==> src/rtl/uart_pkg.sv <==
// uart_pkg: header bytes shared with the receiver, packet FSM state encoding and baud divisor.
package uart_pkg;

    localparam logic [7:0] UART_HDR0 = 8'hAA;
    localparam logic [7:0] UART_HDR1 = 8'h55;

    typedef enum logic [2:0] {
        ST_IDLE,
        ST_HDR0,
        ST_HDR1,
        ST_LEN,
        ST_DATA,
        ST_CSUM,
        ST_DONE
    } tx_state_t;

    function automatic int baud_div(input int clk_freq, input int bps);
        return clk_freq / bps;
    endfunction

endpackage

==> src/rtl/uart_byte_tx.sv <==
// uart_byte_tx: 8N1 byte serialiser; a start request on the last stop-bit cycle chains the
// next byte with no idle gap.
module uart_byte_tx
    import uart_pkg::*;
#(
    parameter int BAUD_DIV = baud_div(50_000_000, 115200)
) (
    input  logic       i_clk,
    input  logic       i_rst_n,
    input  logic       i_byte_start,
    input  logic [7:0] i_byte_data,
    output logic       o_byte_done,
    output logic       o_txd
);

    localparam int CW = $clog2(BAUD_DIV);
    localparam logic [CW-1:0] LAST = CW'(BAUD_DIV - 1);

    logic          r_active;
    logic [CW-1:0] r_cnt;
    logic [3:0]    r_bit;
    logic [8:0]    r_shift;
    logic          w_bit_end;

    assign w_bit_end   = r_active && r_cnt == LAST;
    assign o_byte_done = w_bit_end && r_bit == 4'd9;

    // Shifter carries a leading 1 so the stop bit falls out after the eight data bits.
    always_ff @(posedge i_clk or negedge i_rst_n) begin
        if (!i_rst_n) begin
            r_active <= 1'b0;
            r_cnt    <= '0;
            r_bit    <= '0;
            r_shift  <= '0;
            o_txd    <= 1'b1;
        end else if (i_byte_start && (!r_active || o_byte_done)) begin
            r_active <= 1'b1;
            r_cnt    <= '0;
            r_bit    <= '0;
            r_shift  <= {1'b1, i_byte_data};
            o_txd    <= 1'b0;
        end else if (w_bit_end) begin
            r_cnt    <= '0;
            r_bit    <= r_bit == 4'd9 ? 4'd0 : r_bit + 4'd1;
            r_active <= r_bit != 4'd9;
            r_shift  <= r_shift >> 1;
            o_txd    <= r_shift[0] | (r_bit == 4'd9);
        end else if (r_active) begin
            r_cnt <= r_cnt + CW'(1);
        end
    end

endmodule

==> src/rtl/uart_mult_byte_tx.sv <==
// uart_mult_byte_tx: framed packet transmitter (AA 55 len payload [checksum]).
// Define UART_TX_CHECKSUM_EN to append the (len + payload) mod 256 checksum byte.
module uart_mult_byte_tx
    import uart_pkg::*;
#(
    parameter int CLK_FREQ  = 50_000_000,
    parameter int UART_BPS  = 115200,
    parameter int MAX_BYTES = 12
) (
    input  logic                   sys_clk,
    input  logic                   sys_rst_n,
    input  logic                   tx_start,
    input  logic [3:0]             tx_len,
    input  logic [8*MAX_BYTES-1:0] tx_payload,
    output logic                   tx_busy,
    output logic                   tx_done,
    output logic                   tx_err,
    output logic                   uart_txd
);

    localparam int BAUD_DIV = baud_div(CLK_FREQ, UART_BPS);
    localparam logic [3:0] MAX_LEN = 4'(MAX_BYTES);
`ifdef UART_TX_CHECKSUM_EN
    localparam bit CSUM_EN = 1'b1;
`else
    localparam bit CSUM_EN = 1'b0;
`endif

    tx_state_t              r_state;
    logic [3:0]             r_len;
    logic [3:0]             r_idx;
    logic [8*MAX_BYTES-1:0] r_payload;
    logic                   w_legal;
    logic                   w_accept;
    logic                   w_last;
    logic                   w_byte_done;
    logic                   w_byte_start;
    logic [7:0]             w_byte_data;
    logic [7:0]             w_tail;

`ifdef UART_TX_CHECKSUM_EN
    logic [7:0] r_csum;
    assign w_tail = r_csum + r_payload[7:0];
`else
    assign w_tail = '0;
`endif

    assign w_legal  = tx_len != 4'd0 && tx_len <= MAX_LEN;
    assign w_accept = r_state == ST_IDLE && tx_start && w_legal;
    assign w_last   = r_idx == r_len - 4'd1;

    // The current payload byte always sits in r_payload[7:0]; the next one in [15:8].
    assign w_byte_start = w_accept || (w_byte_done &&
        (r_state inside {ST_HDR0, ST_HDR1, ST_LEN} || (r_state == ST_DATA && (!w_last || CSUM_EN))));
    assign w_byte_data = r_state == ST_IDLE ? UART_HDR0 :
                         r_state == ST_HDR0 ? UART_HDR1 :
                         r_state == ST_HDR1 ? {4'd0, r_len} :
                         r_state == ST_LEN  ? r_payload[7:0] :
                         w_last             ? w_tail : r_payload[15:8];

    uart_byte_tx #(
        .BAUD_DIV(BAUD_DIV)
    ) u_byte_tx (
        .i_clk       (sys_clk),
        .i_rst_n     (sys_rst_n),
        .i_byte_start(w_byte_start),
        .i_byte_data (w_byte_data),
        .o_byte_done (w_byte_done),
        .o_txd       (uart_txd)
    );

    always_ff @(posedge sys_clk or negedge sys_rst_n) begin
        if (!sys_rst_n) begin
            r_state   <= ST_IDLE;
            r_len     <= '0;
            r_idx     <= '0;
            r_payload <= '0;
            tx_busy   <= 1'b0;
            tx_done   <= 1'b0;
            tx_err    <= 1'b0;
`ifdef UART_TX_CHECKSUM_EN
            r_csum    <= '0;
`endif
        end else begin
            tx_done <= 1'b0;
            tx_err  <= 1'b0;
            case (r_state)
                ST_IDLE: if (tx_start) begin
                    if (w_legal) begin
                        r_state   <= ST_HDR0;
                        r_len     <= tx_len;
                        r_idx     <= '0;
                        r_payload <= tx_payload;
                        tx_busy   <= 1'b1;
`ifdef UART_TX_CHECKSUM_EN
                        r_csum    <= {4'd0, tx_len};
`endif
                    end else begin
                        tx_err <= 1'b1;
                    end
                end
                ST_HDR0: if (w_byte_done) r_state <= ST_HDR1;
                ST_HDR1: if (w_byte_done) r_state <= ST_LEN;
                ST_LEN:  if (w_byte_done) r_state <= ST_DATA;
                ST_DATA: if (w_byte_done) begin
                    r_payload <= r_payload >> 8;
                    r_idx     <= r_idx + 4'd1;
`ifdef UART_TX_CHECKSUM_EN
                    r_csum    <= w_tail;
                    if (w_last) r_state <= ST_CSUM;
`else
                    if (w_last) begin
                        r_state <= ST_DONE;
                        tx_busy <= 1'b0;
                        tx_done <= 1'b1;
                    end
`endif
                end
`ifdef UART_TX_CHECKSUM_EN
                ST_CSUM: if (w_byte_done) begin
                    r_state <= ST_DONE;
                    tx_busy <= 1'b0;
                    tx_done <= 1'b1;
                end
`endif
                default: r_state <= ST_IDLE;
            endcase
        end
    end

endmodule

==> config.mk <==
export PLATFORM = sky130hd
export DESIGN_NAME = uart_mult_byte_tx
export DESIGN_NICKNAME = d
export VERILOG_FILES = /design/src/rtl/uart_pkg.sv /design/src/rtl/uart_byte_tx.sv /design/src/rtl/uart_mult_byte_tx.sv
export SDC_FILE = /design/constraint.sdc
export NUM_CORES = 1
export LEC_CHECK = 0
export CAP_MARGIN = 20
export CORE_MARGIN = 8
export CORE_UTILIZATION = 25
export DETAILED_ROUTE_END_ITERATION = 8
export SLEW_MARGIN = 40
export SYNTH_ARGS = -nofsm -noshare
export SYNTH_HDL_FRONTEND = slang
export SYNTH_SLANG_ARGS = --single-unit
==> constraint.sdc <==
create_clock -name sys_clk -period 4 [get_ports sys_clk]
set_clock_uncertainty 0.15 [all_clocks]
set_input_delay 0.4 -clock sys_clk [delete_from_list [all_inputs] [get_ports sys_clk]]
set_output_delay 0.4 -clock sys_clk [all_outputs]
set_load 0.1 [all_outputs]
==> results.toml <==
[finish]
postLayoutCoreUtil = 0.329
final_nets = 869
final_common_cell = "nand2_1"
final_cell_mix = "nand2_1 (138), dfrtp_1 (133), clkdlybuf4s50_1 (101)"
drive_gt1_frac = 0.0802
area_growth_pct = 29.4
fillCellCount = 2661
antenna_cells = 0

[sta]
worst_pin_slew_ns = 0.713
rsz0062_at_grt = "no"
setup_tns_ns = 0
slew_headroom = 0.525
fmax_mhz = 368
min_period_ns = 2.71
slew_violations = 0
post-route-period-util = 0.679
hold_viol = 0
setup_viol = 0

[clocking]
path_clk_slew_ns = 0.06
htreeDepth = 4
cts_sinks = 134
cts_buffers = 17
cts_root_buf = "clkbuf_16"
cts_hold_buf = 1
post_cts_resize_count = 0
tritoncts = "built"
clock_path_buffers = 2
insertion_delay_ns = 0.41
post_cts.repair.setup_buffers = 0

[global_routing]
grt_antenna_before_repair = 0
grt_use_total = 0.109
grt_first_pass_wirelength_um = 27300
grt_pass1_vias = 5208
grt_max_degree = 93
grt_overflow = 0

[drt]
via_per_inst = 4.53
drt_iter0_drc = 314
post_drt_wl_per_cell_um = 15.3
wl_um = 16900
antenna_left = 0
route.detailed.drc = 0
dr.pass1.iters = 4
vias = 5014

[logic_synthesis]
synth_cells = 663
synth_top_area_cell = "dfrtp_1"
synth_edf_count = 0
ys_top_cells_by_area = "dfrtp_1 (50%), mux2i_1 (14%), nand2_1 (7.8%)"
syn_avg_cell_area_um2 = 9.98
synthesis.area_um2 = 6620
syn-num-nets = 772
synth_flop_cell = "dfrtp_1"
synth_seq_cells = 134
async_flop_share = 1.00
yosysTopAreaCellShare = 0.503
yosysSeqAreaShare = 0.507
ys_types = 59
yosys_warnings = 0

[critical_path]
critPathArrivalTime_ns = 2.86
cp_max_fo = 43
crit_type = "reg2reg"
cp-end-kind = "flop"
cp_data_required_time_ns = 4.14
setup.worst_path.start_class = "flop"

[power_and_ir_drop]
irDropWorstVdd_mv = 0.243
p_leak_nw = 3.59
p_per_area_nw_per_um2 = 481

[run]
cap_violations = 0

[placement]
dp_hpwl_um = 12400
gp_congestion = 0.762
numPortBuffers = 106

[floorplanning]
core.rowCount = 59
start_util = 0.254
io_pins = 107
core_area_um2 = 26100
die_x_um = 179
dieArea_um2 = 31900
die_y_um = 179

[status]
outcome = "finished, final reports clean"

[hold_path]
hold_class = "reg2reg"
kinds of logic (layout without fill, tap and decap cells):
| family | count (synthesis) | after routing | synth area share |
|---|---|---|---|
| and+or+nand+nor | 211 | 211 | 0.146 |
| AOI/OAI and AO/OA | 159 | 159 | 0.146 |
| DFF | 134 | 134 | 0.507 |
| muxes | 93 | 93 | 0.141 |
| buffers and inverters | 52 | 162 | 0.0361 |
| xor gates and xnor gates | 8 | 8 | 0.0129 |
| adders and majority gates | 6 | 6 | 0.0113 |
power breakdown:
part           total (W)  leakage (nW)  switching (W)  internal, W
logic           0.000714          1.64       0.000367     0.000347
registers        0.00190          1.68       0.000234      0.00166
clock network    0.00150         0.267       0.000574     0.000930
total            0.00411          3.59        0.00117      0.00294
flip-flops by register name, summed over array words and instances (netlist names), 3 cells and up:
signal	flops
r_len	4
u_byte_tx.r_bit	4
r_state	3
u_byte_tx.r_shift	9
r_payload	96
r_idx	4
u_byte_tx.r_cnt	9
layer usage:
metal  track usage  vias up  wire (um)
met2         0.170       95       7860
met4        0.0224        0        139
li1              -     2527          -
met1         0.148     2384       8350
met3        0.0318        8        591
met5             0        -          0
cell usage after synthesis, types with 3 or more instances:
| cell | number |
|---|---|
| o21ai_0 | 100 |
| buf_1 | 6 |
| a21oi_1 | 12 |
| nor2_1 | 22 |
| a211oi_1 | 7 |
| or4_1 | 3 |
| nand2b_1 | 3 |
| nand3_1 | 13 |
| ha_1 | 6 |
| and2_1 | 3 |
| mux2i_1 | 92 |
| buf_2 | 11 |
| nor3_1 | 8 |
| clkbuf_1 | 19 |
| xor2_1 | 3 |
| a31oi_1 | 3 |
| nand2_1 | 138 |
| inv_1 | 12 |
| buf_6 | 4 |
| o21ai_1 | 5 |
| xnor2_1 | 4 |
| o22ai_1 | 4 |
| nand4_1 | 3 |
| dfrtp_1 | 133 |
| a311o_1 | 3 |
path summary, 6_finish.rpt:
kind	to	start	slack (ns)	cells after the start
worst max-delay path	r_idx[2]	r_state[0]	1.29	6
worst min-delay path	r_payload[48]	r_payload[48]	0.32	2
worst max register to register	r_idx[2]	r_state[0]	1.29	6
worst min register to register	r_payload[48]	r_payload[48]	0.32	2
max in group asynchronous	r_payload[39]	sys_rst_n	2.44	3
min in group asynchronous	r_payload[29]	sys_rst_n	0.47	2
final cells by class:
type / instances / area, um^2 / area share
sequential: 134 / 3350 / 0.392
inverter: 12 / 45.0 / 0.00526
clock buffer: 23 / 458 / 0.0535
multi-input combinational: 477 / 3030 / 0.354
timing repair buffer: 118 / 1150 / 0.134
tap: 335 / 419 / 0.0489
clock inverter: 9 / 103 / 0.0120
per-stage QoR:
stage               worst slack [ns]  instances  power (W)  cell area [um^2]  hold slack (ns)
detailed placement              1.11       1075    0.00264              7990            0.319
floorplan                       1.69        663    0.00233              6620          -0.0456
CTS                             1.24       1108    0.00416              8560            0.332
finish                          1.29       1108    0.00411              8560            0.325
global route                    1.10       1108    0.00436              8560            0.347
global placement                1.16       1075    0.00262              8010            0.311
critical path, stage by stage (launching register included):
cell and delay, ns:
dfrtp_1 0.54, nor2_1 0.32, and2_4 0.48, buf_4 0.66
nand3_1 0.19, xor2_1 0.18, nor2_1 0.05
Note: power is estimated with default switching activity, not from simulation.
